## config.mk

```make
export PLATFORM = sky130hd
export DESIGN_NAME = axis_mem_write_arbiter
export DESIGN_NICKNAME = d
export VERILOG_FILES = /design/src/rtl/axis_mem_write_arbiter.sv
export SDC_FILE = /design/constraint.sdc
export NUM_CORES = 1
export LEC_CHECK = 0
export CAP_MARGIN = 20
export CORE_MARGIN = 3
export CORE_UTILIZATION = 33
export DETAILED_ROUTE_END_ITERATION = 10
export GPL_ROUTABILITY_DRIVEN = 0
export GPL_TIMING_DRIVEN = 0
export PLACE_DENSITY = 0.82
export SYNTH_ARGS = -nofsm -noshare
export SYNTH_HDL_FRONTEND = slang
export SYNTH_SLANG_ARGS = --single-unit
```

## constraint.sdc

```tcl
create_clock -name axis_aclk -period 1.65 [get_ports axis_aclk]
set_clock_uncertainty 0.15 [all_clocks]
set_input_delay 0.165 -clock axis_aclk [delete_from_list [all_inputs] [get_ports axis_aclk]]
set_output_delay 0.165 -clock axis_aclk [all_outputs]
set_load 0.05 [all_outputs]
```

## src/rtl/axis_mem_write_arbiter.sv

```systemverilog
// Packet-level 2:1 round-robin arbiter feeding one AXI-Stream write port.
// A grant is held from the first beat until the tlast handshake, so packets never interleave.
module axis_mem_write_arbiter #(
    parameter int DATA_WIDTH = 32,
    parameter int CNT_WIDTH  = 16
) (
    input  logic                    axis_aclk,
    input  logic                    axis_areset,
    input  logic [DATA_WIDTH-1:0]   s00_axis_tdata,
    input  logic [DATA_WIDTH/8-1:0] s00_axis_tstrb,
    input  logic                    s00_axis_tvalid,
    input  logic                    s00_axis_tlast,
    output logic                    s00_axis_tready,
    input  logic [DATA_WIDTH-1:0]   s01_axis_tdata,
    input  logic [DATA_WIDTH/8-1:0] s01_axis_tstrb,
    input  logic                    s01_axis_tvalid,
    input  logic                    s01_axis_tlast,
    output logic                    s01_axis_tready,
    output logic [DATA_WIDTH-1:0]   m00_axis_tdata,
    output logic [DATA_WIDTH/8-1:0] m00_axis_tstrb,
    output logic                    m00_axis_tvalid,
    output logic                    m00_axis_tlast,
    input  logic                    m00_axis_tready,
    output logic [1:0]              grant,
    output logic [CNT_WIDTH-1:0]    pkt_count0,
    output logic [CNT_WIDTH-1:0]    pkt_count1
);

    // The one-hot grant doubles as the state encoding.
    typedef enum logic [1:0] {
        IDLE = 2'b00,
        OWN0 = 2'b01,
        OWN1 = 2'b10
    } state_t;

    state_t     state_reg;
    state_t     state_next;
    logic       last_owner_reg;
    logic       last_owner_next;
    logic [1:0] pkt_done;

    always_ff @(posedge axis_aclk or posedge axis_areset) begin
        if (axis_areset) begin
            state_reg      <= IDLE;
            last_owner_reg <= 1'b1;
        end else begin
            state_reg      <= state_next;
            last_owner_reg <= last_owner_next;
        end
    end

    always_comb begin
        state_next      = state_reg;
        last_owner_next = last_owner_reg;
        pkt_done        = 2'b00;
        s00_axis_tready = 1'b0;
        s01_axis_tready = 1'b0;
        m00_axis_tdata  = '0;
        m00_axis_tstrb  = '0;
        m00_axis_tvalid = 1'b0;
        m00_axis_tlast  = 1'b0;
        case (state_reg)
            IDLE: begin
                // On a tie the requester that did not own the last packet wins.
                if (s00_axis_tvalid && s01_axis_tvalid)
                    state_next = last_owner_reg ? OWN0 : OWN1;
                else if (s00_axis_tvalid)
                    state_next = OWN0;
                else if (s01_axis_tvalid)
                    state_next = OWN1;
            end
            OWN0: begin
                m00_axis_tdata  = s00_axis_tdata;
                m00_axis_tstrb  = s00_axis_tstrb;
                m00_axis_tvalid = s00_axis_tvalid;
                m00_axis_tlast  = s00_axis_tlast;
                s00_axis_tready = m00_axis_tready;
                if (s00_axis_tvalid && m00_axis_tready && s00_axis_tlast) begin
                    pkt_done[0]     = 1'b1;
                    last_owner_next = 1'b0;
                    state_next      = s01_axis_tvalid ? OWN1 : IDLE;
                end
            end
            OWN1: begin
                m00_axis_tdata  = s01_axis_tdata;
                m00_axis_tstrb  = s01_axis_tstrb;
                m00_axis_tvalid = s01_axis_tvalid;
                m00_axis_tlast  = s01_axis_tlast;
                s01_axis_tready = m00_axis_tready;
                if (s01_axis_tvalid && m00_axis_tready && s01_axis_tlast) begin
                    pkt_done[1]     = 1'b1;
                    last_owner_next = 1'b1;
                    state_next      = s00_axis_tvalid ? OWN0 : IDLE;
                end
            end
            default: state_next = IDLE;
        endcase
    end

    assign grant = state_reg;

    for (genvar gi = 0; gi < 2; gi++) begin : g_cnt
        logic [CNT_WIDTH-1:0] count_reg;
        always_ff @(posedge axis_aclk or posedge axis_areset) begin
            if (axis_areset)
                count_reg <= '0;
            else if (pkt_done[gi])
                count_reg <= count_reg + CNT_WIDTH'(1);
        end
    end

    assign pkt_count0 = g_cnt[0].count_reg;
    assign pkt_count1 = g_cnt[1].count_reg;

endmodule

```

# ---- After elaboration in Yosys (flattened, before gate mapping)
# Index checks and enable logic that the tools add are counted.
dict set report word_totals {
  register_bits 35
  inputBits 79
  output_inout_bits 74
  wordCells 42
}
dict set report op_classes {
  addsub 2
  n_eq_ne 5
  mux 22
  n_reduce_logical 9
}
# operator count
set op_table {}
lappend op_table {{$pmux W32 S2} 1}
lappend op_table {{$add A16 B1 Y16 const B} 2}
lappend op_table {{$mux W2} 7}
lappend op_table {{$mux W1} 9}
lappend op_table {{$pmux W4 S2} 1}
lappend op_table {{$pmux W1 S2} 3}
lappend op_table {{$pmux W2 S3} 1}
lappend op_table {{$reduce_and A3 Y1} 2}
lappend op_table {{$logic_and A1 B1 Y1} 5}
lappend op_table {{$ne A2 B2 Y1 const B} 2}
lappend op_table {{$ne A4 B4 Y1 const B} 1}
lappend op_table {{$eq A2 B1 Y1 const B} 1}
lappend op_table {{$eq A2 B2 Y1 const B} 1}
lappend op_table {{$logic_not A2 Y1} 1}
lappend op_table {{$reduce_bool A2 Y1} 1}

# ---- Longest topological paths before layout
# Gate-level depths: netlist of run 1.
dict set report logic_depth {
  depth_word 4
  mapped_depth 7
  depth_no_buf 6
}

# ---- Least setup slack after synthesis of run 1
# No wires, ideal clock.
dict set report synth_path {
  path_kind {reg-to-output}
  startpoint {reg state_reg[0] (netlist: grant[0])}
  endpoint {out m00_axis_tdata[0]}
  arrival_ns 2.313
  required_ns 1.335
  path_slack_ns -0.978
  path_stages_with_launch 7
  n_path_buf 2
  path_cell_list {dfrtp_1 inv_1 ha_1 clkbuf_1 buf_1 a22oi_1 nor2b_1}
}
dict set report synth_between {
  elab_chain_cells 2
  word_cells_on_any_way 3
  cone_classes {2 x eq/ne; 1 x mux}
}
# element line_no
set synth_lines {}
lappend synth_lines {{start: declaration} 36} ;# state_t state_reg;
lappend synth_lines {{start signal: assignment} 47} ;# state_reg <= state_next;
lappend synth_lines {{$eq A2 B2 Y1 / $eq A2 B1 Y1 (equally long branches)} 62} ;# case (state_reg)
lappend synth_lines {{$pmux W32 S2 *} 62}
lappend synth_lines {{end: declaration} 19} ;# output logic [DATA_WIDTH-1:0] m00_axis_tdata,
# Mark *: on every way between the ends. The rest lies on a longest branch, timed or not.

# ---- Final worst setup path of run 1
dict set report layout_path {
  startpoint {reg state_reg[1] (netlist: grant[1])}
  endpoint {reg state_reg[1] (netlist: grant[1])}
}
dict set report layout_between {
  elab_chain_cells 3
  word_cells_on_any_way 8
  cone_classes {5 x eq/ne; 1 x mux; 2 x reduce/logical}
}
# element line_no
set layout_lines {}
lappend layout_lines {{$eq A2 B2 Y1, or another cell as far along} 62}
lappend layout_lines {{$ne A2 B2 Y1 (no line) / $ne A4 B4 Y1 (equally long branches)} n/a}
lappend layout_lines {{$reduce_and A3 Y1 (no line)} n/a}
# Several ways; a longest one is shown, not always the timed one.
# A chain may end at the register's enable or synchronous reset.

==> flow_summary.toml, run 1 <==
[run_status]
run_status = "complete, but fails checks"
failing_checks = "setup timing"

[yosys]
synth_cells = 240
synth_nets = 326
async_reset_ff_share_pct = 100
synth_enable_flop_cells = 0
ys.flop_type = "dfrtp_1"
yosys_register_bits = 35
yosys_warnings = 0
yosysSeqAreaShare_pct = 38.0
syn-mean-instance-area_sq_um = 9.61
netlist-cell-type-count = 35
netlist_area_sq_um = 2310

[final_layout]
n_antenna_cell = 0
area.growth.synth_to_final_pct = 128
post-route-util_pct = 80.2
drive_gt1_share_pct = 51.9
mostFrequentLayoutCells = "clkdlybuf4s50_1 (78), buf_6 (41), a22oi_2 (38), nor2b_4 (38), dlygate4sd2_1 (30)"
fin_nets = 515
mostFrequentLayoutCell = "clkdlybuf4s50_1"

[route]
drt-wirelength-per-cell_um = 19.4
route.final.wire_length_um = 10200
route.vias.total = 2711
number_of_detailed_routing_iterations_run_before_antenna_repair = 4
drt_first_iter_violations = 52
drc = 0
vias_per_cell = 5.18
drt.antenna.violating_nets = 0

[worst_setup_path]
crit_path_cell_trace = "inv_2, ha_4, buf_8, buf_4, buf_4, a221o_1, mux2_4"
path_buf_inv = 4
worst-r2r-cell-count = 7
setup.reg_to_reg.worst_slack_ns = -0.39
worstReg2RegEnd = "grant[1]"
worst-endpoint-arrival_ns = 2.07
worst_ep_required_time_ns = 1.68
slowest_stage = "dfrtp_2"
path_delay_family = "buffers and inverters"
most_frequent_cell_on_the_critical_path = "buf_4"
reg2reg_from = "grant[1]"
path_max_fanout = 6
setup.worst_path.start_class = "flop"
slowest_stage_delay_cp_ns = 0.42
worst-setup-path-type = "reg -> reg"
worst-path-stages = 7
setup.worst_path.end_class = "flop"

[clocking]
cts.hold.buffers_added = 0
clkSinkCount = 35
h-tree-depth = 2
clockBufferDepth = 2
clkSlewWorstSetupHoldPaths_ns = 0.08
clk-insertion-delay-late_ns = 0.30
cts-buffers-inserted = 5
clock_tree_from_tritoncts = "yes"
root_buffer_master = "clkbuf_8"

[power]
power-per-cell-area_nw_per_um2 = 1630
power_leakage_nw = 2.34
ir_worst_vdd_uv = 981

[global_routing]
grt_first_pass_wirelength_um = 14000
grt_pass1_vias = 2741
grt_start_max_net_pins = 20
grt_util_all_layers_pct = 22.8
antenna_found_initial = 0
grt_overflow_total = 0

[timing]
worst_slew_pin_slew_ns = 0.839
period_share_pct = 124
slew_headroom_pct = 44.0
fmaxAchievable_mhz = 489
grt_setup_unrepaired = "true"
timing.final.hold_violations = 0
final.setup.worst_slack_ns = -0.395
finalSetupViolCount = 76
final.min_clock_period_ns = 2.04
drv_slew = 0

[placement]
detailed_place_hpwl_um = 6620
detailedPlace.worstSlack_ns = -0.906
numPortBuffers = 152

[floorplanning]
placement_rows = 29
die_height_um = 89.6
fp.dieArea_sq_um = 8030
fp.coreArea_sq_um = 6570
io-pin-count = 153
initial_core_util_pct = 35.1
die_w_um = 89.6

[hold_path]
min-delay-path-class = "in -> async"

[flow_run]
max_cap_viol_count = 0
-- report_power, final --
group | switching, W | internal (W)
combinational | 0.00339 | 0.00323
clock | 0.000334 | 0.000450
sequential | 0.000183 | 0.000982
-- layout make-up --
cell class | instances | area [sq um]
clock buffers | 5 | 68.8
plain buffers | 12 | 206
inverters | 5 | 23.8
flip-flops and latches | 35 | 892
well taps | 93 | 116
fillers | 389 | 1300
clock inverters | 3 | 43.8
repair buffers | 184 | 1900
multi-input cells | 186 | 2010
-- per-layer routing --
layer	track usage, %	wire [um]
met1	25.5	3670
met2	42.4	5460
met3	5.29	842
met4	7.17	189
met5	0	0
-- cell families (layout without fill, tap and decap cells) --
kind of cell / after synthesis / after routing / share of synthesized area (%)
simple gates: 98 / 98 / 26.9
compound gates: 48 / 48 / 15.1
flops: 35 / 35 / 38.0
xor+xnor: 30 / 30 / 11.4
buf+inv: 19 / 209 / 3.20
fa+ha+maj: 7 / 7 / 3.80
mux: 3 / 3 / 1.57
-- cells in the mapped netlist (3+ instances only) --
cell / number / area (sq um)
inv_1: 5 / 18.8
clkbuf_1: 9 / 33.8
nand3_1: 7 / 35.0
nand2_1: 14 / 52.6
nand4_1: 10 / 62.6
buf_1: 3 / 11.3
nor2_1: 5 / 18.8
xnor2_1: 22 / 193
and3_1: 6 / 37.5
and4_1: 3 / 26.3
nor3_2: 3 / 30.0
ha_1: 7 / 87.6
nor2b_1: 39 / 244
xor2_1: 8 / 70.1
a22oi_1: 38 / 285
a21oi_1: 4 / 20.0
dfrtp_1: 34 / 851
-- through the flow --
stage          std cells  TNS, ns  hold WS, ns  total power, W  cell area [sq um]
3_5_place_dp         486   -38.60        0.314         0.00653               4500
2_1_floorplan        240   -11.69        0.168         0.00512               2830
4_1_cts              512   -21.43        0.226         0.00822               5040
5_1_grt              523   -27.44        0.262         0.00893               5270
6_report             523   -22.41        0.202         0.00857               5270
3_3_place_gp         485   -44.64        0.309         0.00646               4470
-- timing repair --
item,4_1_cts,5_1_grt
cloned,2,0
resized for setup,372,44
pin swaps,39,30
setup buffers,16,14
endpoints found under the setup margin,103,75
-- worst max-delay path by stage --
stage,startpoint,end,slack [ns]
floorplan,grant[0],m00_axis_tdata[0],-0.26
global placement,grant[0],m00_axis_tdata[1],-0.88
detailed placement,grant[0],m00_axis_tdata[20],-0.91
CTS,grant[1],m00_axis_tdata[8],-0.39
global route,grant[0],pkt_count1[14],-0.47
finish,grant[1],grant[1],-0.39
Note: power is estimated with default switching activity, not from simulation.
==> inputs of run 2 (changes only) <==
--- a/config.mk
+++ b/config.mk
@@ -7,11 +7,11 @@
 export LEC_CHECK = 0
 export CAP_MARGIN = 20
 export CORE_MARGIN = 3
-export CORE_UTILIZATION = 33
+export CORE_UTILIZATION = 39
 export DETAILED_ROUTE_END_ITERATION = 10
 export GPL_ROUTABILITY_DRIVEN = 0
 export GPL_TIMING_DRIVEN = 0
-export PLACE_DENSITY = 0.82
+export PLACE_DENSITY = 0.9
 export SYNTH_ARGS = -nofsm -noshare
 export SYNTH_HDL_FRONTEND = slang
 export SYNTH_SLANG_ARGS = --single-unit
==> constraint.sdc (replaced) <==
create_clock -name axis_aclk -period 2.6 [get_ports axis_aclk]
set_clock_uncertainty 0.15 [all_clocks]
set_input_delay 0.26 -clock axis_aclk [delete_from_list [all_inputs] [get_ports axis_aclk]]
set_output_delay 0.26 -clock axis_aclk [all_outputs]
set_load 0.05 [all_outputs]
==> run 2 against run 1 <==
- critical path depth did not move
- die area down 14%
- critical endpoint is now m00_axis_tdata[24]
- the run now ends clean
- wire length down 24%
- final cell count decreased by 9.8%
- largest cell class unchanged
==> flow_summary.toml, run 2 (same netlist as run 1, synthesis figures left out) <==
[run_status]
run_status = "complete, no violations"

[global_routing]
grt_pass1_vias = 2679
grt_first_pass_wirelength_um = 13100
grt_overflow_total = 0
antenna_found_initial = 0
grt_util_all_layers_pct = 22.7
grt_start_max_net_pins = 19

[power]
power_leakage_nw = 1.71
total_power_w = 0.00379
ir_worst_vdd_uv = 640
power-per-cell-area_nw_per_um2 = 941

[timing]
timing.final.hold_violations = 0
grt_setup_unrepaired = "false"
final.min_clock_period_ns = 2.52
worst_slew_pin_slew_ns = 0.757
setup_tns_ns = 0
slew_headroom_pct = 49.5
final.setup.worst_slack_ns = 0.0819
fmaxAchievable_mhz = 397
finalSetupViolCount = 0
drv_slew = 0
period_share_pct = 96.8

[route]
route.final.wire_length_um = 7760
drt.antenna.violating_nets = 0
vias_per_cell = 5.29
drt_first_iter_violations = 110
drc = 0
number_of_detailed_routing_iterations_run_before_antenna_repair = 4
route.vias.total = 2499
drt-wirelength-per-cell_um = 16.4

[final_layout]
post-route-util_pct = 71.9
mostFrequentLayoutCells = "clkdlybuf4s50_1 (112), a22oi_1 (38), dfrtp_1 (34)"
drive_gt1_share_pct = 25.8
instances_no_fill = 472
mostFrequentLayoutCell = "clkdlybuf4s50_1"
area.growth.synth_to_final_pct = 74.7
n_antenna_cell = 0
fin_nets = 485

[clocking]
clock_tree_from_tritoncts = "yes"
cts.hold.buffers_added = 0
cts-buffers-inserted = 5
root_buffer_master = "clkbuf_8"
cts_setup_buffers = 0
clkSinkCount = 35
h-tree-depth = 2
post_cts.resized_instances = 127
clk-insertion-delay-late_ns = 0.28
clkSlewWorstSetupHoldPaths_ns = 0.07
clockBufferDepth = 2

[floorplanning]
fp.coreArea_sq_um = 5610
placement_rows = 27
die_height_um = 82.9
die_w_um = 82.9
io-pin-count = 153
fp.dieArea_sq_um = 6870
initial_core_util_pct = 41.1

[worst_setup_path]
path_max_fanout = 10
worst_ep_required_time_ns = 2.19
slowest_stage = "dfrtp_1"
worst-setup-path-type = "reg -> out"
setup.worst_path.end_class = "output pin"
setup.reg_to_reg.worst_slack_ns = 0.55
worstReg2RegEnd = "pkt_count1[13]"
setup.worst_path.start_class = "flop"
slowest_stage_delay_cp_ns = 0.45
crit_path_cell_trace = "inv_1, ha_1, buf_2, buf_2, a22oi_1, nor2b_2, clkdlybuf4s18_2"
most_frequent_cell_on_the_critical_path = "buf_2"
worst-r2r-cell-count = 7
reg2reg_from = "grant[0]"
worst-endpoint-arrival_ns = 2.11

[placement]
detailed_place_hpwl_um = 6210
dpl.cell_count = 465
numPortBuffers = 152
detailedPlace.worstSlack_ns = -0.419

[flow_run]
max_cap_viol_count = 0

[hold_path]
min-delay-path-class = "in -> async"
[run 2: critical path: cells and delay by family, from the launching register on]
kind | cells | cell delay (ns)
buffers and inverters | 4 | 0.98
flip-flops | 1 | 0.45
adder cells (fa/ha/maj) | 1 | 0.14
AND/OR/NAND/NOR | 1 | 0.13
AO/OA/AOI/OAI | 1 | 0.12
[run 2: stage by stage]
stage	area, sq um	hold WS, ns
floorplan	2380	0.264
global placement	3990	0.310
detailed placement	4020	0.324
CTS	4190	0.296
global route	4030	0.329
finish	4030	0.274
[run 2: area by class of cell]
cell class                 count  area, sq um
fill                         435         1580
sequential                    35          877
buffer                        13         63.8
timing repair buffer         153         1430
clock buffer                   6         82.6
clock inverter                 2         35.0
tap                           72         90.1
multi-input combinational    186         1430
inverter                       5         18.8
[run 2: power breakdown]
part	leakage, nW	internal, W	switching (W)
clock	0.0612	0.000310	0.000184
sequential	0.476	0.000614	0.0000993
combinational	1.17	0.000935	0.00165
[run 2: worst max-delay path by stage]
stage	slack, ns	startpoint	depth (start not counted)	to
after detailed placement	-0.42	grant[0]	7	m00_axis_tdata[16]
final	0.08	grant[1]	7	m00_axis_tdata[24]
after global routing	0.002	grant[0]	6	m00_axis_tdata[6]
after floorplan	0.03	grant[1]	6	m00_axis_tdata[17]
after CTS	0.02	grant[1]	6	s00_axis_tready
after global placement	-0.39	grant[0]	7	m00_axis_tdata[16]
[run 2: metal layers]
layer | global-route usage (%) | wire length (um) | vias to the layer above
met4 | 5.05 | 142 | 0
met5 | 0 | 0 | -
li1 | - | - | 1175
met1 | 25.9 | 2930 | 1191
met3 | 9.23 | 743 | 15
met2 | 39.6 | 3950 | 118
==> inputs of run 3 (changes only) <==
--- a/config.mk
+++ b/config.mk
@@ -10,8 +10,8 @@
 export CORE_UTILIZATION = 39
 export DETAILED_ROUTE_END_ITERATION = 10
 export GPL_ROUTABILITY_DRIVEN = 0
-export GPL_TIMING_DRIVEN = 0
 export PLACE_DENSITY = 0.9
 export SYNTH_ARGS = -nofsm -noshare
 export SYNTH_HDL_FRONTEND = slang
 export SYNTH_SLANG_ARGS = --single-unit
+export TNS_END_PERCENT = 1
==> run 3 against run 2 <==
- register-to-register slack got worse by 0.19 ns
- power rose by 15%
- cell area rose by 9.4%
- largest cell class unchanged
==> flow_summary.toml, run 3 (same netlist as run 1, synthesis figures left out) <==
[power]
power-per-cell-area_nw_per_um2 = 987
ir_worst_vdd_uv = 756
total_power_w = 0.00435
power_leakage_nw = 1.77

[placement]
detailed_place_hpwl_um = 6620
numPortBuffers = 152
dpl.cell_count = 454
detailedPlace.worstSlack_ns = 0.393

[floorplanning]
die_height_um = 82.9
fp.coreArea_sq_um = 5610
fp.dieArea_sq_um = 6870
die_w_um = 82.9
placement_rows = 27
io-pin-count = 153
initial_core_util_pct = 41.1

[clocking]
clockBufferDepth = 2
h-tree-depth = 2
clk-insertion-delay-late_ns = 0.29
cts.hold.buffers_added = 0
cts_setup_buffers = 0
clock_tree_from_tritoncts = "yes"
cts-buffers-inserted = 5
clkSlewWorstSetupHoldPaths_ns = 0.08
clkSinkCount = 35
post_cts.resized_instances = 0
root_buffer_master = "clkbuf_8"

[global_routing]
global_route.peak_usage_layer = "met2"
grt.met2_usage_pct = 45.5
grt_overflow_total = 0
grt_first_pass_wirelength_um = 13600
grt_start_max_net_pins = 45
global_route.usage.met3_pct = 8.83
grt_util_all_layers_pct = 24.3
grtUsageMet1_pct = 24.3
antenna_found_initial = 0
grt_pass1_vias = 2615

[flow_run]
max_cap_viol_count = 0

[worst_setup_path]
path_buf_inv = 3
worst_ep_required_time_ns = 2.19
crit_path_cell_trace = "inv_1, ha_1, buf_4, a22oi_1, nor2b_1, buf_12"
slowest_stage_delay_cp_ns = 0.41
worst-endpoint-arrival_ns = 2.04
worst-setup-path-type = "reg -> out"
slowest_stage = "dfrtp_1"
path_delay_family = "buffers and inverters"
path_max_fanout = 35
setup.worst_path.end_class = "output pin"
setup.worst_path.start_class = "flop"

[timing]
drv_slew = 0
worst_slew_pin_slew_ns = 0.754
grt_setup_unrepaired = "false"
period_share_pct = 94.0
finalSetupViolCount = 0
final.setup.worst_slack_ns = 0.155
slew_headroom_pct = 49.7
timing.final.hold_violations = 0
final.min_clock_period_ns = 2.45
fmaxAchievable_mhz = 409

[final_layout]
drive_gt1_share_pct = 16.7
fin_nets = 475
post-route-util_pct = 78.6
mostFrequentLayoutCell = "clkdlybuf4s50_1"
n_antenna_cell = 0
instances_no_fill = 462
area.growth.synth_to_final_pct = 91.1
mostFrequentLayoutCells = "clkdlybuf4s50_1 (112), buf_12 (40), nor2b_1 (38), a22oi_1 (38), dfrtp_1 (34)"

[route]
vias_per_cell = 5.27
route.vias.total = 2433
drt-wirelength-per-cell_um = 18.0
drt_first_iter_violations = 104
drc = 0
drt.antenna.violating_nets = 0
number_of_detailed_routing_iterations_run_before_antenna_repair = 4
route.final.wire_length_um = 8340

[run_status]
run_status = "complete, no violations"

[hold_path]
min-delay-path-class = "in -> async"
==> run 3: changes by cell type in the layout (fill, tap and decap cells not counted), sizes merged <==
cell,delta
buf,+12
clkbuf,-9
clkdlybuf4s18,-4
dlygate4sd2,-1
clkdlybuf4s15,-9
clkinv,+1
==> run 3: power by group <==
group | switching [W] | total (W) | internal [W] | leakage [nW]
registers | 0.000100 | 0.000714 | 0.000613 | 0.476
logic | 0.00174 | 0.00314 | 0.00141 | 1.24
clock network | 0.000208 | 0.000493 | 0.000285 | 0.0581
==> run 3: stage by stage <==
step / hold WS, ns / TNS [ns] / area [sq um]
2_1_floorplan: 0.264 / -3.52 / 2310
3_3_place_gp: 0.309 / 0 / 4300
3_5_place_dp: 0.339 / 0 / 4300
4_1_cts: 0.308 / 0 / 4410
5_1_grt: 0.364 / 0 / 4410
6_report: 0.267 / 0 / 4410
==> run 3: cell type report <==
| class | count | area [sq um] |
|---|---|---|
| Timing Repair Buffer | 156 | 1950 |
| Multi-Input combinational cell | 186 | 1360 |
| Fill cell | 364 | 1200 |
| Sequential cell | 35 | 877 |
| Tap cell | 72 | 90.1 |
| Clock buffer | 5 | 68.8 |
| Clock inverter | 3 | 43.8 |
| Inverter | 5 | 18.8 |
==> run 3: worst paths after layout <==
check / to / cells after the start / start / slack, ns
worst min register to register: pkt_count1[11] / 1 / pkt_count1[11] / 0.35
max in group asynchronous: pkt_count0[0] / 3 / axis_areset / 1.33
worst min-delay path: pkt_count1[13] / 2 / axis_areset / 0.27
min in group axis_aclk: pkt_count1[11] / 1 / pkt_count1[11] / 0.35
worst max-delay path: m00_axis_tdata[27] / 6 / grant[0] / 0.15
worst max register to register: pkt_count0[15] / 6 / grant[1] / 0.36
==> run 3: routing by layer <==
layer  wire length [um]  share of wire [%]  up-vias
met5                  0                  0        -
met4                267                3.2        0
met3                797                9.6       18
met2               4490                 54      122
met1               2780                 33     1139
li1                   -                  -     1154
==> run 3: worst reg2reg max path: stages, from the launching register on <==
cell and delay (ns):
dfrtp_1 0.45, inv_1 0.11, ha_1 0.30, nand4_4 0.20, nor3_2 0.38, nand4_1 0.22
xnor2_1 0.31
